$ cat src/rtl/mem_access_unit_pkg.sv
// Shared constants and types for the memory access unit: access-size codes,
// FSM state encoding and lane-geometry helpers.
package mem_access_unit_pkg;

    localparam logic [1:0] MEM_LEN_FULL = 2'd0;
    localparam logic [1:0] MEM_LEN_BYTE = 2'd1;
    localparam logic [1:0] MEM_LEN_HALF = 2'd2;
    localparam logic [1:0] MEM_LEN_WORD = 2'd3;

    typedef enum logic [1:0] {
        StIdle,
        StReq,
        StWait,
        StResp
    } mau_state_e;

    // LANES = DATA_WIDTH/8; OFF_WIDTH = log2(LANES).
    function automatic int unsigned mau_lanes(int unsigned data_width);
        return data_width / 8;
    endfunction

    function automatic int unsigned mau_off_width(int unsigned data_width);
        return $clog2(data_width / 8);
    endfunction

endpackage

$ cat src/rtl/mem_lane_steer.sv
// Combinational byte-lane steering: byte enables, store shift, load
// extract/extend and misalignment detection from size and lane offset.
module mem_lane_steer
    import mem_access_unit_pkg::*;
#(
    parameter int unsigned DATA_WIDTH = 32,
    localparam int unsigned LANES     = mau_lanes(DATA_WIDTH),
    localparam int unsigned OFF_W     = mau_off_width(DATA_WIDTH)
) (
    input  logic [1:0]            len_i,
    input  logic [OFF_W-1:0]      off_i,
    input  logic                  unsigned_i,
    input  logic [DATA_WIDTH-1:0] wdata_i,
    input  logic [DATA_WIDTH-1:0] rdata_i,
    output logic [LANES-1:0]      be_o,
    output logic [DATA_WIDTH-1:0] wdata_o,
    output logic [DATA_WIDTH-1:0] rdata_o,
    output logic                  misaligned_o
);

    logic [LANES-1:0]      be_base;
    logic [DATA_WIDTH-1:0] shifted;
    logic [DATA_WIDTH-1:0] mask;
    logic                  sign;

    assign shifted = rdata_i >> {off_i, 3'b000};
    assign wdata_o = wdata_i << {off_i, 3'b000};
    assign be_o    = be_base << off_i;

    always_comb begin
        be_base      = '0;
        mask         = '0;
        sign         = 1'b0;
        misaligned_o = 1'b0;
        case (len_i)
            MEM_LEN_BYTE: begin
                be_base[0] = 1'b1;
                mask       = DATA_WIDTH'(8'hFF);
                sign       = shifted[7];
            end
            MEM_LEN_HALF: begin
                be_base[1:0] = 2'b11;
                mask         = DATA_WIDTH'(16'hFFFF);
                sign         = shifted[15];
                misaligned_o = off_i[0];
            end
            MEM_LEN_WORD: begin
                // On a 32-bit bus this mask is all ones, making it identical to full width.
                be_base[3:0] = 4'hF;
                mask         = DATA_WIDTH'(32'hFFFF_FFFF);
                sign         = shifted[31];
                misaligned_o = (off_i[1:0] != 2'b00);
            end
            default: begin
                be_base      = '1;
                mask         = '1;
                misaligned_o = (off_i != '0);
            end
        endcase
        rdata_o = (shifted & mask) | ((sign && !unsigned_i) ? ~mask : '0);
    end

endmodule

$ cat src/rtl/mem_access_unit.sv
// Memory access unit: arbitrates fetch and load/store onto one req/gnt,
// rvalid memory port with lane steering, misalignment and timeout handling.
module mem_access_unit
    import mem_access_unit_pkg::*;
#(
    parameter int unsigned DATA_WIDTH     = 32,
    parameter int unsigned ADDR_WIDTH     = 32,
    parameter int unsigned TIMEOUT_CYCLES = 255,
    localparam int unsigned LANES         = mau_lanes(DATA_WIDTH),
    localparam int unsigned OFF_W         = mau_off_width(DATA_WIDTH)
) (
    input  logic                  clk_i,
    input  logic                  rst_ni,
    input  logic                  if_req_i,
    input  logic [ADDR_WIDTH-1:0] if_addr_i,
    output logic                  if_done_o,
    output logic [DATA_WIDTH-1:0] if_data_o,
    input  logic                  ls_req_i,
    input  logic                  ls_store_i,
    input  logic                  ls_unsigned_i,
    input  logic [1:0]            ls_length_i,
    input  logic [ADDR_WIDTH-1:0] ls_addr_i,
    input  logic [DATA_WIDTH-1:0] ls_wdata_i,
    output logic                  ls_done_o,
    output logic [DATA_WIDTH-1:0] ls_rdata_o,
    output logic                  ls_error_o,
    output logic                  if_error_o,
    output logic                  busy_o,
    output logic                  mem_req_o,
    output logic                  mem_we_o,
    output logic [ADDR_WIDTH-1:0] mem_addr_o,
    output logic [DATA_WIDTH-1:0] mem_wdata_o,
    output logic [LANES-1:0]      mem_be_o,
    input  logic                  mem_gnt_i,
    input  logic                  mem_rvalid_i,
    input  logic [DATA_WIDTH-1:0] mem_rdata_i
);

    localparam int unsigned CNT_W = $clog2(TIMEOUT_CYCLES + 2);

    mau_state_e            state_q, state_d;
    logic                  fetch_q, fetch_d;
    logic                  store_q, store_d;
    logic                  unsigned_q, unsigned_d;
    logic                  err_q, err_d;
    logic                  pend_q, pend_d;
    logic [1:0]            len_q, len_d;
    logic [OFF_W-1:0]      off_q, off_d;
    logic [ADDR_WIDTH-1:0] pend_addr_q, pend_addr_d;
    logic                  mem_we_q, mem_we_d;
    logic [ADDR_WIDTH-1:0] mem_addr_q, mem_addr_d;
    logic [LANES-1:0]      mem_be_q, mem_be_d;
    logic [DATA_WIDTH-1:0] mem_wdata_q, mem_wdata_d;
    logic [DATA_WIDTH-1:0] if_data_q, if_data_d;
    logic [DATA_WIDTH-1:0] ls_rdata_q, ls_rdata_d;
    logic [CNT_W-1:0]      cnt_q, cnt_d;

    // Transaction to launch this cycle (new request in IDLE, or pending fetch in RESP).
    logic                  nx_valid, nx_fetch, nx_store, nx_unsigned;
    logic [1:0]            nx_len;
    logic [ADDR_WIDTH-1:0] nx_addr;
    logic [DATA_WIDTH-1:0] nx_wdata;

    logic                  in_wait;
    logic [1:0]            st_len;
    logic [OFF_W-1:0]      st_off;
    logic                  st_uns;
    logic [LANES-1:0]      st_be;
    logic [DATA_WIDTH-1:0] st_wdata, st_rdata;
    logic                  st_mis;
    logic                  tmo;

    always_comb begin
        nx_valid    = 1'b0;
        nx_fetch    = 1'b0;
        nx_store    = 1'b0;
        nx_unsigned = 1'b0;
        nx_len      = MEM_LEN_FULL;
        nx_addr     = '0;
        nx_wdata    = '0;
        if (state_q == StIdle) begin
            if (ls_req_i) begin
                nx_valid    = 1'b1;
                nx_store    = ls_store_i;
                nx_unsigned = ls_unsigned_i;
                nx_len      = ls_length_i;
                nx_addr     = ls_addr_i;
                nx_wdata    = ls_wdata_i;
            end else if (if_req_i) begin
                nx_valid = 1'b1;
                nx_fetch = 1'b1;
                nx_addr  = if_addr_i;
            end
        end else if (state_q == StResp && pend_q) begin
            nx_valid = 1'b1;
            nx_fetch = 1'b1;
            nx_addr  = pend_addr_q;
        end
    end

    // One steering instance: launch-side attributes except while waiting for read data.
    assign in_wait = (state_q == StWait);
    assign st_len  = in_wait ? len_q : nx_len;
    assign st_off  = in_wait ? off_q : nx_addr[OFF_W-1:0];
    assign st_uns  = in_wait ? unsigned_q : nx_unsigned;

    mem_lane_steer #(
        .DATA_WIDTH(DATA_WIDTH)
    ) u_steer (
        .len_i       (st_len),
        .off_i       (st_off),
        .unsigned_i  (st_uns),
        .wdata_i     (nx_wdata),
        .rdata_i     (mem_rdata_i),
        .be_o        (st_be),
        .wdata_o     (st_wdata),
        .rdata_o     (st_rdata),
        .misaligned_o(st_mis)
    );

    assign tmo = (TIMEOUT_CYCLES != 0) && (cnt_q == CNT_W'(TIMEOUT_CYCLES - 1));

    always_comb begin
        state_d     = state_q;
        fetch_d     = fetch_q;
        store_d     = store_q;
        unsigned_d  = unsigned_q;
        err_d       = err_q;
        pend_d      = pend_q;
        len_d       = len_q;
        off_d       = off_q;
        pend_addr_d = pend_addr_q;
        mem_we_d    = mem_we_q;
        mem_addr_d  = mem_addr_q;
        mem_be_d    = mem_be_q;
        mem_wdata_d = mem_wdata_q;
        if_data_d   = if_data_q;
        ls_rdata_d  = ls_rdata_q;
        cnt_d       = '0;

        case (state_q)
            StReq: begin
                if (mem_gnt_i) begin
                    state_d = store_q ? StResp : StWait;
                end else if (tmo) begin
                    state_d = StResp;
                    err_d   = 1'b1;
                end
            end
            StWait: begin
                if (mem_rvalid_i) begin
                    state_d = StResp;
                    if (fetch_q) begin
                        if_data_d = mem_rdata_i;
                    end else begin
                        ls_rdata_d = st_rdata;
                    end
                end else if (tmo) begin
                    state_d = StResp;
                    err_d   = 1'b1;
                end
            end
            StResp: begin
                state_d = StIdle;
                pend_d  = 1'b0;
            end
            default: begin
                if (ls_req_i && if_req_i) begin
                    pend_d      = 1'b1;
                    pend_addr_d = if_addr_i;
                end
            end
        endcase

        if (nx_valid) begin
            fetch_d    = nx_fetch;
            store_d    = nx_store;
            unsigned_d = nx_unsigned;
            len_d      = nx_len;
            off_d      = nx_addr[OFF_W-1:0];
            err_d      = st_mis;
            state_d    = st_mis ? StResp : StReq;
            if (!st_mis) begin
                mem_addr_d  = nx_addr & ~ADDR_WIDTH'(LANES - 1);
                mem_we_d    = nx_store;
                mem_be_d    = nx_store ? st_be : '1;
                mem_wdata_d = nx_store ? st_wdata : '0;
            end
        end

        // Counter restarts on every state entry and only runs in REQ/WAIT.
        if ((state_q == StReq || state_q == StWait) && state_d == state_q &&
            TIMEOUT_CYCLES != 0) begin
            cnt_d = cnt_q + CNT_W'(1);
        end
    end

    always_ff @(posedge clk_i or negedge rst_ni) begin
        if (!rst_ni) begin
            state_q     <= StIdle;
            fetch_q     <= 1'b0;
            store_q     <= 1'b0;
            unsigned_q  <= 1'b0;
            err_q       <= 1'b0;
            pend_q      <= 1'b0;
            len_q       <= MEM_LEN_FULL;
            off_q       <= '0;
            pend_addr_q <= '0;
            mem_we_q    <= 1'b0;
            mem_addr_q  <= '0;
            mem_be_q    <= '0;
            mem_wdata_q <= '0;
            if_data_q   <= '0;
            ls_rdata_q  <= '0;
            cnt_q       <= '0;
        end else begin
            state_q     <= state_d;
            fetch_q     <= fetch_d;
            store_q     <= store_d;
            unsigned_q  <= unsigned_d;
            err_q       <= err_d;
            pend_q      <= pend_d;
            len_q       <= len_d;
            off_q       <= off_d;
            pend_addr_q <= pend_addr_d;
            mem_we_q    <= mem_we_d;
            mem_addr_q  <= mem_addr_d;
            mem_be_q    <= mem_be_d;
            mem_wdata_q <= mem_wdata_d;
            if_data_q   <= if_data_d;
            ls_rdata_q  <= ls_rdata_d;
            cnt_q       <= cnt_d;
        end
    end

    assign mem_req_o   = (state_q == StReq);
    assign mem_we_o    = mem_we_q;
    assign mem_addr_o  = mem_addr_q;
    assign mem_be_o    = mem_be_q;
    assign mem_wdata_o = mem_wdata_q;
    assign busy_o      = (state_q != StIdle);
    assign ls_done_o   = (state_q == StResp) && !fetch_q;
    assign if_done_o   = (state_q == StResp) && fetch_q;
    assign ls_error_o  = ls_done_o && err_q;
    assign if_error_o  = if_done_o && err_q;
    assign ls_rdata_o  = ls_rdata_q;
    assign if_data_o   = if_data_q;

endmodule

$ cat config.mk
export PLATFORM = sky130hd
export DESIGN_NAME = mem_access_unit
export DESIGN_NICKNAME = d
export VERILOG_FILES = /design/src/rtl/mem_access_unit_pkg.sv /design/src/rtl/mem_lane_steer.sv /design/src/rtl/mem_access_unit.sv
export SDC_FILE = /design/constraint.sdc
export NUM_CORES = 1
export LEC_CHECK = 0
export BUFFER_PORTS_ARGS = -buffer_cell sky130_fd_sc_hd__buf_2
export CAP_MARGIN = 20
export CORE_MARGIN = 2
export CORE_UTILIZATION = 35
export CTS_CLUSTER_DIAMETER = 40
export CTS_CLUSTER_SIZE = 24
export DETAILED_ROUTE_END_ITERATION = 10
export GPL_TIMING_DRIVEN = 0
export PLACE_DENSITY_LB_ADDON = 0.3
export SYNTH_ARGS = -nofsm -noshare
export SYNTH_HDL_FRONTEND = slang
export SYNTH_SLANG_ARGS = --single-unit
export TNS_END_PERCENT = 100
$ cat constraint.sdc
create_clock -name clk_i -period 7.57 [get_ports clk_i]
set_clock_uncertainty 0.05 [all_clocks]
set_input_delay 0.3785 -clock clk_i [delete_from_list [all_inputs] [get_ports clk_i]]
set_output_delay 0.3785 -clock clk_i [all_outputs]
set_load 0.01 [all_outputs]
### Word level (Yosys, flattened, before mapping)

Index checks and enable logic that the tools add are counted.

* add/subtract/negate cells: 1
* eq/ne operators: 10
* shifts and indexed selects: 3
* muxes and demuxes: 44
* bitwise logic cells: 7
* reduce and logical (&&, ||, !) cells: 25

Operators by type and width (number)
* 2-to-1 mux 32 bit: 8
* case mux 32 bit (2 select lines): 1
* bitwise AND 32 bit: 1
* NOT 32 bit: 1
* OR 32 bit: 1
* left shift 32 x 5 -> 32 bit: 1
* >> shifter 32 x 5 -> 32 bit: 1
* 2-to-1 mux 2 bit: 10
* 2-to-1 mux 1 bit: 18
* adder 9 x 1 -> 9 bit (second input constant): 1
* == test 9 x 8 -> 1 bit (second input constant): 1
* 2-to-1 mux 9 bit: 1
* AND reduction 3 bit: 3
* == test 2 bit (second input constant): 4
* logical AND 1 bit: 8
* case mux 1 bit (2 select lines): 3
* case mux 2 bit (3 select lines): 1
* AND reduction 2 bit: 3
* nonzero test 2 bit: 3
* == test 2 x 1 -> 1 bit (second input constant): 2
* 2-to-1 mux 4 bit: 1
* NOT 1 bit: 4
* OR reduction 2 bit: 2
* left shift 4 x 2 -> 4 bit: 1
* 9 further kinds: 10

* flip-flop bits (word level): 183

### Depth between registers and ports, before layout

Gate-level depths: netlist (run 1).

* depth in word-level cells: 12
* gate-level depth with buffers: 16
* gate-level depth less buffers: 11

### By module

Synthesis (run 1) repeated with hierarchy kept, for this count alone.

* cells, all modules: 818
* area total of the unflattened synthesis: 9183.8 um^2

By module, submodules not included
* mem_access_unit: times used 1, cells each 606, area an instance 7773.7 um^2, sequential area each 4579.4 um^2
* mem_lane_steer: times used 1, cells each 212, area an instance 1410.1 um^2, sequential area each 0.0 um^2

### Least setup slack after synthesis (run 1)

No wires, ideal clock.

* path type: register -> register
* start: register state_q[0]
* end: register ls_rdata_q[21], in the netlist ls_rdata_o[21]
* arrival: 3.407 ns
* data required time: 7.440 ns
* path slack: 4.032 ns
* cell stages (with the launch flop): 15
* path buffers: 4
* period minus slack after synthesis: 3.538 ns
* cell sequence: dfrtp_1 -> inv_1 -> ha_1 -> buf_2 -> and2_1 -> clkbuf_1 -> clkbuf_1 -> nand2_1 -> o21ai_0 -> inv_1 -> ha_1 -> nor3_1 -> o311ai_4 -> buf_6 -> o211ai_2

* word-level cells in the longest chain between the ends: 10
* elaborated cells between the ends (all ways): 24
* classes of those cells: eq/ne: 5; shift: 1; mux: 10; bitwise: 3; reduce/logical: 5

RTL lines
* start: declaration: line mem_access_unit.sv:41 `mau_state_e state_q, state_d;`
* start signal: assignment: line mem_access_unit.sv:200 `state_q <= StIdle;`
* start signal: assignment: line mem_access_unit.sv:217 `state_q <= state_d;`
* == test 2 bit: line mem_access_unit.sv:94 `end else if (state_q == StResp && pend_q) begin`
* logical AND 1 bit: line mem_access_unit.sv:94
* 2-to-1 mux 32 bit: line mem_access_unit.sv:94
* 2-to-1 mux 32 bit: line mem_access_unit.sv:81 `if (state_q == StIdle) begin`
* 2-to-1 mux 2 bit: line mem_access_unit.sv:104 `assign st_off = in_wait ? off_q : nx_addr[OFF_W-1:0];`
* >> shifter 32 x 5 -> 32 bit: line mem_lane_steer.sv:26 `assign shifted = rdata_i >> {off_i, 3'b000};`
* case mux 1 bit (3 select lines): line mem_lane_steer.sv:35 `case (len_i)`
* logical AND 1 bit: line mem_lane_steer.sv:60 `rdata_o = (shifted & mask) | ((sign && !unsigned_i) ? ~mask : '0);`
* 2-to-1 mux 32 bit: line mem_lane_steer.sv:60
* OR 32 bit: line mem_lane_steer.sv:60
* end signal: assignment: line mem_access_unit.sv:231 `ls_rdata_q <= ls_rdata_d;`
* end: declaration: line mem_access_unit.sv:55 `logic [DATA_WIDTH-1:0] ls_rdata_q, ls_rdata_d;`

Parallel ways exist; a longest one is shown, timed or not.
A chain may end at the register's enable or synchronous reset.

### Worst setup path in the final report (run 1)

* start: register state_q[0]
* end: register ls_rdata_q[10], in the netlist ls_rdata_o[10]

The elaborated chain is that of the path after synthesis.

==> impl_results.md, run 1 <==
* Global-route wire length before repair at 42.5 mm
* Worst path top cell family by delay: buffers and inverters
* Post-DP HPWL at 20.2 mm
* Final #Nets at 1253
* Die X-Extent at 163 um
* Max cap viols at 0
* Core area at roughly 25000 um2
* Synth area leader: dfrtp_1
* Crit-path slowest cell: nor3_1
* DRC at 0
* Number of core rows at 58
* Initial antenna violation count at 8
* CTS tree: built
* Worst setup EP type: flip-flop
* Gr ovfl total at 0
* Status: complete, no violations
* Area share of the leading cell type in the synthesized netlist at 52.0%
* Crit path cell chain: inv_1, ha_1, buf_2, and2_1, clkbuf_1, clkbuf_1, nand2_1, o21ai_0, inv_1, ha_1, inv_1, a211oi_2, nor3_1, o21ai_0
* Crit path buffers/inverters at 6
* Synthesized flop and latch total at 183
* Setup tns final at 0 ps
* Final ANT Viol Nets at 0
* Via count of the routed design at 7582
* DR pass1 iterations at 6
* Post-synth ARST share at 100%
* CTS Buf Count at 17
* CTS Buffer Depth at 2
* PwrDens at 411 nW/um2
* Routability cong. at 0.813
* P_int at 2.70 mW
* Flop pwr share at 34.1%
* Slew @ Worst Pin at 993 ps
* Arr. time, crit path at 4740 ps
* Fin crit period at roughly 4500 ps
* Most frequent cell after synthesis: dfrtp_1
* Final worst path period share at between 50% and 60%
* Final Hold Fails at 0
* Clock share of power at 19.9%
* # port buffers at 274
* Synth unique cells at 57
* Final Cell Area at around 11000 um2
* Post-DR vias/cell at 5.24
* Leak at 5.58 nW
* Synthesized instance count at 806
* CTS sink cnt at 183
* Placed Area at 10600 um2
* Relative slew slack at between 30% and 40%
* RSZ-0062 raised after global routing: false
* Sw Ratio at 41.7%
* Vias in the first global route at ~7400
* Comb pwr share at 46.0%
* Post-CTS resize count at 0
* Die Y at 163 um
* # IOs at 277
* Initial Util at 35.3%
* Syn Area/Cell at 10.9 um2
* Switching power total at 1.93 mW
* CP max FO at 10
* Setup CP Type: flip-flop to flip-flop
* Fmax at 0.221 GHz
* Post-synth EDFFs at 0
* Commonest cells post-synth: dfrtp_1, nand2_1, mux2_2, o21ai_0, mux2i_1
* Netlist Area Pre-Place at about 9000 um2
* Most used cell, CP: inv_1
* GR Util All Layers at 20.8%
* DR iter-0 viols at 622
* Share of cells above drive strength 1 at 37.8%
* Setup-failing EPs final at 0
* Max Slew Vio Count at 0
* Warnings from Yosys at 0
* Seq/Total Area, Yosys at 52.0%
* Area Overhead vs Synth at 28.0%
* Largest net degree at the start of global routing at 109
* Post-CTS Hold Fix Bufs at 1
* Worst vdd ir at 0.147 mV
* CTS root buf: clkbuf_16
* Clock Latency Late Sink at 440 ps
* CP max stage delay at roughly 840 ps
* Main flop type after synthesis: dfrtp_1
* Hold Path Class: input port to flip-flop
* Post-Route WL at 27.7 mm
* WL/cell at 19.1 um
* Die area at 26500 um2
* Htree depth at 4
* Synth top area cells: dfrtp_1, mux2_2, nand2_1
* Worst hold margin at 117 ps
* CP startpoint kind: flip-flop
* Post-CTS Setup Bufs at 0
* Fin util at 45.2%
* Clk pin slew, worst setup/hold paths at 80 ps
* Critical Path RT at 7790 ps
-- layout by cell type (no fill, tap or decap), types with 4 or more instances in the layout --
master and n:
buf_1 4, a222oi_1 30, clkinv_8 7, a32o_1 8, mux2_2 72, o21ai_0 72
o211ai_1 6, a22oi_1 5, nor2_1 35, buf_6 4, a21oi_1 22, clkbuf_1 28
clkbuf_16 17, nand3_2 8, nand2_1 121, a22o_1 17, xnor2_1 6, buf_2 290
ha_1 12, and3_1 6, nor3_1 15, inv_1 11, mux2i_1 42, nand3_1 21
dfrtp_1 183
-- routing by layer --
| layer | wire length (um) | GRT usage [%] | up-vias |
|---|---|---|---|
| met5 | 59 | 0 | - |
| met4 | 599 | 6.72 | 10 |
| met3 | 2060 | 5.40 | 48 |
| met2 | 12700 | 32.3 | 293 |
| met1 | 12300 | 28.5 | 3670 |
| li1 | - | - | 3561 |
-- through the flow --
| stage | cells | total power, mW | setup slack, ps |
|---|---|---|---|
| 6_report | 1448 | 4.63 | 3050 |
| 3_3_place_gp | 1411 | 3.70 | 2880 |
| 4_1_cts | 1445 | 4.68 | 2740 |
| 5_1_grt | 1448 | 4.95 | 2580 |
| 2_1_floorplan | 807 | 2.93 | 4030 |
| 3_5_place_dp | 1412 | 3.74 | 2730 |
-- path summary, 6_finish.rpt --
kind | startpoint | end | slack [ps] | depth (start not counted)
setup reg to reg | state_q[0]$_DFF_PN0_ | ls_rdata_o[10]$_DFFE_PN0P_ | 3050 | 14
hold reg to reg | ls_rdata_o[7]$_DFFE_PN0P_ | ls_rdata_o[7]$_DFFE_PN0P_ | 420 | 2
min in group asynchronous | rst_ni | mem_addr_o[14]$_DFFE_PN0P_ | 530 | 2
max in group asynchronous | rst_ni | ls_rdata_o[7]$_DFFE_PN0P_ | 6060 | 3
setup / recovery | state_q[0]$_DFF_PN0_ | ls_rdata_o[10]$_DFFE_PN0P_ | 3050 | 14
hold / removal | ls_length_i[0] | len_q[0]$_DFFE_PN0N_ | 120 | 3
-- final cells by class --
cell class / count / area (um2)
fill: 2427 / 13700
sequential: 183 / 4580
multi-input combinational: 557 / 3930
timing repair buffer: 277 / 1430
clock buffer: 17 / 425
tap: 330 / 413
buffer: 56 / 273
clock inverter: 15 / 195
inverter: 11 / 41.3
antenna: 2 / 5.00
-- power by group through the flow --
stage | Clock, mW | Combinational (mW) | Sequential, mW
4_1_cts | 0.953 | 2.16 | 1.57
6_report | 0.924 | 2.13 | 1.58
5_1_grt | 0.989 | 2.34 | 1.62
3_5_place_dp | 0 | 2.15 | 1.59
2_1_floorplan | 0 | 1.23 | 1.70
3_3_place_gp | 0 | 2.12 | 1.58
-- worst min-delay path, delay by kind of cell --
family,cells,cell delay [ps]
buffers and inverters,1,70
and+or+nand+nor,2,110
-- state kept, by name, summed over array words and instances (netlist names) --
register / cells
unsigned_q: 1
pend_addr_q: 32
state_q: 2
ls_rdata_o: 32
len_q: 2
mem_addr_o: 30
mem_wdata_o: 32
mem_be_o: 4
fetch_q: 1
if_data_o: 32
store_q: 1
mem_we_o: 1
cnt_q: 9
err_q: 1
pend_q: 1
off_q: 2
-- kinds of logic (layout without fill, tap and decap cells) --
group | count (synthesis) | in the layout | share of synthesized area [%]
flip-flops | 183 | 183 | 52.0
XOR/XNOR | 7 | 7 | 0.696
other | 1 | 4 | 0.0425
adder cells (fa/ha/maj) | 12 | 12 | 1.70
AND/OR/NAND/NOR | 229 | 229 | 11.9
multiplexers | 114 | 114 | 14.0
AO/OA/AOI/OAI | 193 | 193 | 16.2
buffers and inverters | 67 | 376 | 3.56
Note: power is estimated with default switching activity, not from simulation.
==> run 2: changes to the inputs <==
clock period = 4.3 ns   (was 7.57 ns; I/O delays follow)
==> run 2 against run 1 <==
Net effect: largest power group unchanged; hold slack lost 83 ps; non-clock buffer count increased by 58; cell area increased by 5.3%; combinational power is 78% higher; first-iteration DRC count down 4.0%.
==> impl_results.md, run 2 (synthesized netlist as in run 1, its figures left out) <==
* Global-route wire length before repair at 43.5 mm
* Switching power total at 3.42 mW
* # IOs at 277
* Die X-Extent at roughly 160 um
* Setup CP Type: flip-flop to flip-flop
* Hold path startpoint: mem_rdata_i[18]
* CTS tree: built
* Clock share of power at 19.8%
* Post-DP HPWL at 20.2 mm
* Worst setup EP type: flip-flop
* GR Util All Layers at 21.3%
* Post-CTS Setup Bufs at 0
* Final ANT Viol Nets at 0
* PwrDens at 691 nW/um2
* Fmax at ~0.25 GHz
* Worst hold margin at 33.6 ps
* DRC at 0
* CTS Buffer Depth at 2
* Flop pwr share at 33.9%
* Sw Ratio at about two fifths
* Leak at roughly 6 nW
* Via count of the routed design at approximately 7900
* Fin crit period at 3980 ps
* P_int at 4.79 mW
* Htree depth at 4
* Max Slew Vio Count at 0
* CTS sink cnt at roughly 180
* Arr. time, crit path at between 4000 and 5000 ps
* Die area at roughly 26000 um2
* Hold Path Class: input port to flip-flop
* R2R depth at 13
* Routability cong. at approximately 0.81
* Number of core rows at 58
* DR iter-0 viols at 597
* Setup-failing EPs final at 0
* CTS Buf Count at 17
* Fill count at 2372
* Hold path cells at 2
* R2R Setup Slk at 320 ps
* RSZ-0062 raised after global routing: false
* Setup tns final at 0 ps
* CTS root buf: clkbuf_16
* Clk pin slew, worst setup/hold paths at ~80 ps
* Reg-to-reg startpoint: state_q[0]$_DFF_PN0_
* Max cap viols at 0
* Status: complete, no violations
* Most used cell, CP: buf_2
* Slew @ Worst Pin at 986 ps
* Gr ovfl total at 0
* Post-Route WL at 28.3 mm
* Largest net degree at the start of global routing at approximately 110
* WHS Endpoint: if_data_o[18]$_DFFE_PN0P_
* Relative slew slack at 33.7%
* Final #Nets at 1311
* CP startpoint kind: flip-flop
* CP max FO at 10
* Initial antenna violation count at 4
* DR pass1 iterations at 8
* Final worst path period share at 92.6%
* Placed Area at 10600 um2
* Clock Latency Late Sink at 440 ps
* Crit-path slowest cell: dfrtp_1
* # port buffers at 274
* Initial Util at between 30% and 40%
* Most frequent cells in the layout: buf_2, dfrtp_1, nand2_1, mux2_2, o21ai_0
* Vias in the first global route at 7752
* Worst vdd ir at roughly 0.26 mV
* Most common cell after layout, fill and taps aside: buf_2
* Core area at 25000 um2
* Area Overhead vs Synth at 34.7%
* Critical Path RT at 4560 ps
* Final Hold Fails at 0
* RR Endpoint: mem_addr_o[30]$_DFFE_PN0P_
* Crit path cell chain: inv_1, ha_1, buf_2, and2_2, clkbuf_2, nand2_1, o21a_1, ha_1, a21oi_2, o22ai_1, buf_2, buf_2, o21ai_0
* WL/cell at 18.8 um
* Comb pwr share at 46.3%
* Die Y at 163 um
* Post-DR vias/cell at 5.22
* CP max stage delay at 480 ps
* Share of cells above drive strength 1 at 36.1%
* Final Cell Area at 11900 um2
-- run 2: repair_timing --
action	in CTS	in global routing
hold buffers	61	0
endpoints found under the setup margin	96	100
hold endpoints to repair	167	0
gates resized for setup	2	2
gates cloned	0	0
-- run 2: worst max-delay path by stage --
stage / start / endpoint / slack (ps) / depth (start not counted)
3_5_place_dp: state_q[0]$_DFF_PN0_ / ls_rdata_o[22]$_DFFE_PN0P_ / -540 / 14
6_report: state_q[0]$_DFF_PN0_ / mem_addr_o[30]$_DFFE_PN0P_ / 320 / 13
5_1_grt: state_q[0]$_DFF_PN0_ / mem_addr_o[31]$_DFFE_PN0P_ / 7 / 14
3_3_place_gp: state_q[0]$_DFF_PN0_ / ls_rdata_o[22]$_DFFE_PN0P_ / -390 / 14
2_1_floorplan: state_q[0]$_DFF_PN0_ / ls_rdata_o[21]$_DFFE_PN0P_ / 760 / 14
4_1_cts: state_q[0]$_DFF_PN0_ / mem_addr_o[30]$_DFFE_PN0P_ / 10 / 13
-- run 2: critical path: cells and delay by family, from the launching register on --
kind | cells | cell delay (ps)
buffers and inverters | 5 | 1430
AO/OA/AOI/OAI | 4 | 810
adder cells (fa/ha/maj) | 2 | 640
flip-flops | 1 | 480
AND/OR/NAND/NOR | 2 | 430
-- run 2: cell type report --
| type | instances | area (um2) | share of cell area (%) |
|---|---|---|---|
| plain buffers | 55 | 270 | 2.28 |
| multi-input cells | 557 | 3930 | 33.1 |
| inverters | 11 | 41.3 | 0.348 |
| repair buffers | 336 | 2020 | 17.0 |
| well taps | 330 | 413 | 3.48 |
| diodes | 1 | 2.50 | 0.0211 |
| clock inverters | 15 | 195 | 1.64 |
| flip-flops and latches | 183 | 4580 | 38.6 |
| clock buffers | 17 | 425 | 3.58 |
-- run 2: metal layers --
metal  track usage [%]  share of wire (%)  routed length [um]  vias up
met4              7.32                2.3                 653        4
met1              28.9                 45               12600     3827
met5                 0              0.078                  22        -
met2              33.6                 46               13100      304
li1                  -                  -                   -     3681
met3              4.69                6.7                1890       42
-- run 2: stage by stage --
step / utilization (%) / cells / power (mW) / setup WS [ps]
2_1_floorplan: - / 807 / 5.16 / 762
3_3_place_gp: 42.5 / 1411 / 6.52 / -386
3_5_place_dp: 42.6 / 1412 / 6.59 / -543
4_1_cts: 47.6 / 1504 / 8.29 / 14.5
5_1_grt: 47.6 / 1505 / 8.77 / 6.63
6_report: 47.6 / 1505 / 8.21 / 319
-- run 2: power groups by stage --
stage / combinational, mW / sequential (mW) / clock [mW]
3_5_place_dp: 3.79 / 2.80 / 0
5_1_grt: 4.17 / 2.86 / 1.74
3_3_place_gp: 3.74 / 2.78 / 0
6_report: 3.80 / 2.78 / 1.63
4_1_cts: 3.84 / 2.77 / 1.68
2_1_floorplan: 2.17 / 2.99 / 0
==> run 3: changes to the inputs <==
ABC_AREA = 1   (was unset)
CTS_CLUSTER_DIAMETER = 30   (was 40)
HOLD_SLACK_MARGIN = 0.03   (was unset)
==> run 3 against run 2 <==
Net effect: non-clock buffer count grew 5; combinational power grew 11%; die area is essentially flat; flip-flop and latch count is the same; critical path depth grew 2; area after synthesis is essentially flat; total power grew 7.5%; first-iteration DRC count shrank 11%; maximum frequency grew 7.5%; cell area grew 0.18%.
==> impl_results.md, run 3 <==
* Fmax at roughly 0.27 GHz
* Main flop type after synthesis: dfrtp_1
* Core area at 25000 um2
* Fill count at 2434
* Area Overhead vs Synth at 34.9%
* Post-synth ARST share at between 90% and 100%
* Global-route wire length before repair at 47.7 mm
* Die area at roughly 26000 um2
* Relative slew slack at 43.4%
* Reg area at ~4600 um2
* Most frequent cell after synthesis: nand2_1
* Clock share of power at a little under a fifth
* Synthesized flop and latch total at around 180
* Area share of the leading cell type in the synthesized netlist at roughly 52%
* Switching power total at 3.89 mW
* WL/cell at 17.9 um
* Max Slew Vio Count at 0
* DRC at 0
* Hold Path Class: input port to flip-flop
* Vias in the first global route at 8576
* Post-CTS resize count at 0
* Synth top area cells: dfrtp_1, nand2_1, mux2_2
* Most frequent cells in the layout: buf_2, nand2_1, dfrtp_1, nor2_1, o21ai_0
* Htree depth at 4
* Setup-failing EPs final at 0
* Comb pwr share at 47.7%
* Post-DP HPWL at 22.9 mm
* Synthesized instance count at 1012
* Final worst path period share at 86.2%
* Synth area leader: dfrtp_1
* Slew @ Worst Pin at 849 ps
* Post-DR vias/cell at 5.01
* Commonest cells post-synth: nand2_1, dfrtp_1, nor2_1
* Fin util at 47.7%
* Share of cells above drive strength 1 at 28.9%
* Initial Util at 35.3%
* Fin crit period at about 3700 ps
* Max cap viols at 0
* DR pass1 iterations at 7
* Initial antenna violation count at 3
* Largest net degree at the start of global routing at between 100 and 150
* Post-Route WL at 30.6 mm
* Netlist Area Pre-Place at a little under 9000 um2
* Final #Nets at ~1500
* Gr ovfl total at 0
* # port buffers at about 270
* CTS sink cnt at approximately 180
* Warnings from Yosys at 0
* Seq/Total Area, Yosys at 51.9%
* Worst hold margin at 45.7 ps
* Post-synth EDFFs at 0
* PwrDens at 742 nW/um2
* Status: complete, no violations
* CTS Buffer Depth at 2
* Arr. time, crit path at 4010 ps
* Routability cong. at 0.929
* RSZ-0062 raised after global routing: false
* P_int at 4.93 mW
* Post-CTS Setup Bufs at 0
* Sw Ratio at 44.1%
* CTS tree: built
* Die X-Extent at ~160 um
* Critical Path RT at 4600 ps
* Clock Latency Late Sink at between 400 and 500 ps
* CTS Buf Count at 17
* Final Hold Fails at 0
* Placed Area at 10600 um2
* Area of the multi-input gates at 3730 um2
* Via count of the routed design at between 8000 and 9000
* GR Util All Layers at 23.3%
* DR iter-0 viols at 531
* Worst setup EP type: flip-flop
* Leak at 5.82 nW
* # IOs at ~280
* Total power at slightly below 9 mW
* Syn Area/Cell at approximately 8.7 um2
* Final ANT Viol Nets at 0
* Most common cell after layout, fill and taps aside: buf_2
* CP max FO at 13
* Setup CP Type: flip-flop to flip-flop
* Synth unique cells at 35
* Final Cell Area at 11900 um2
* Clk pin slew, worst setup/hold paths at 90 ps
* Worst vdd ir at 0.275 mV
* Flop pwr share at 33.2%
* Setup tns final at 0 ps
* CP startpoint kind: flip-flop
* Number of core rows at 58
* CTS root buf: clkbuf_16
* Die Y at 163 um
[run 3: power by group through the flow]
| stage | Clock, mW | Sequential [mW] | Combinational [mW] |
|---|---|---|---|
| after floorplan | 0 | 3.14 | 2.33 |
| after global placement | 0 | 2.93 | 4.11 |
| after detailed placement | 0 | 2.95 | 4.19 |
| after CTS | 1.72 | 2.93 | 4.23 |
| after global routing | 1.79 | 3.01 | 4.70 |
| final | 1.69 | 2.93 | 4.20 |
[run 3: critical path, cell delays in order (launching register included)]
cell      delay [ps]
dfrtp_1          430
inv_1            180
ha_1             180
buf_2            200
nand2_2          170
inv_2            250
buf_2            310
nand2_1          110
nand2_1           70
o21ai_0          200
ha_1             380
inv_1             90
nor2_2           280
clkbuf_1         360
a31oi_1          180
a21oi_1          180
[run 3: cell type report]
type	count	area share [%]
Multi-Input combinational cell	708	31.3
Clock buffer	17	3.58
Inverter	62	1.96
Buffer	59	2.33
Clock inverter	15	1.72
Tap cell	330	3.47
Antenna cell	3	0.0631
Sequential cell	183	38.5
Timing Repair Buffer	337	17.1
[run 3: per-stage QoR]
stage          std cells  setup slack, ps
2_1_floorplan       1013             1250
3_3_place_gp        1617             -172
3_5_place_dp        1618              286
4_1_cts             1712              267
5_1_grt             1712              239
6_report            1714              595
[run 3: logic make-up (layout without fill, tap and decap cells)]
kind of cell	count (synthesis)	count (layout)	share of synthesized area [%]
buf+inv	122	490	5.83
compound gates	217	217	14.4
simple gates	424	424	19.5
xor+xnor	7	7	0.695
mux	46	46	5.87
other cells	1	5	0.0425
fa+ha+maj	12	12	1.70
flops	183	183	51.9
[run 3: final timing paths]
kind	from	endpoint	slack, ps	cells after the start
hold / removal	mem_rdata_i[30]	if_data_o[30]$_DFFE_PN0P_	50	3
hold reg to reg	len_q[1]$_DFFE_PN0N_	len_q[1]$_DFFE_PN0N_	420	2
max in group asynchronous	rst_ni	mem_addr_o[26]$_DFFE_PN0P_	2920	3
setup / recovery	state_q[0]$_DFF_PN0_	ls_rdata_o[30]$_DFFE_PN0P_	590	15
setup reg to reg	state_q[0]$_DFF_PN0_	ls_rdata_o[30]$_DFFE_PN0P_	590	15
min in group asynchronous	rst_ni	if_data_o[14]$_DFFE_PN0P_	370	2
[run 3: metal layers]
layer  GRT usage [%]  vias up  wire length (um)
met5               0        -                 0
met4            6.96        0               613
met3            5.07       38              2390
met2            38.8      349             14400
met1            30.5     4083             13300
li1                -     4116                 -
[run 3: repair_timing]
item                                   CTS  global route
setup endpoints to repair                0            54
endpoints found under the hold margin  196             0
hold buffers                            62             0
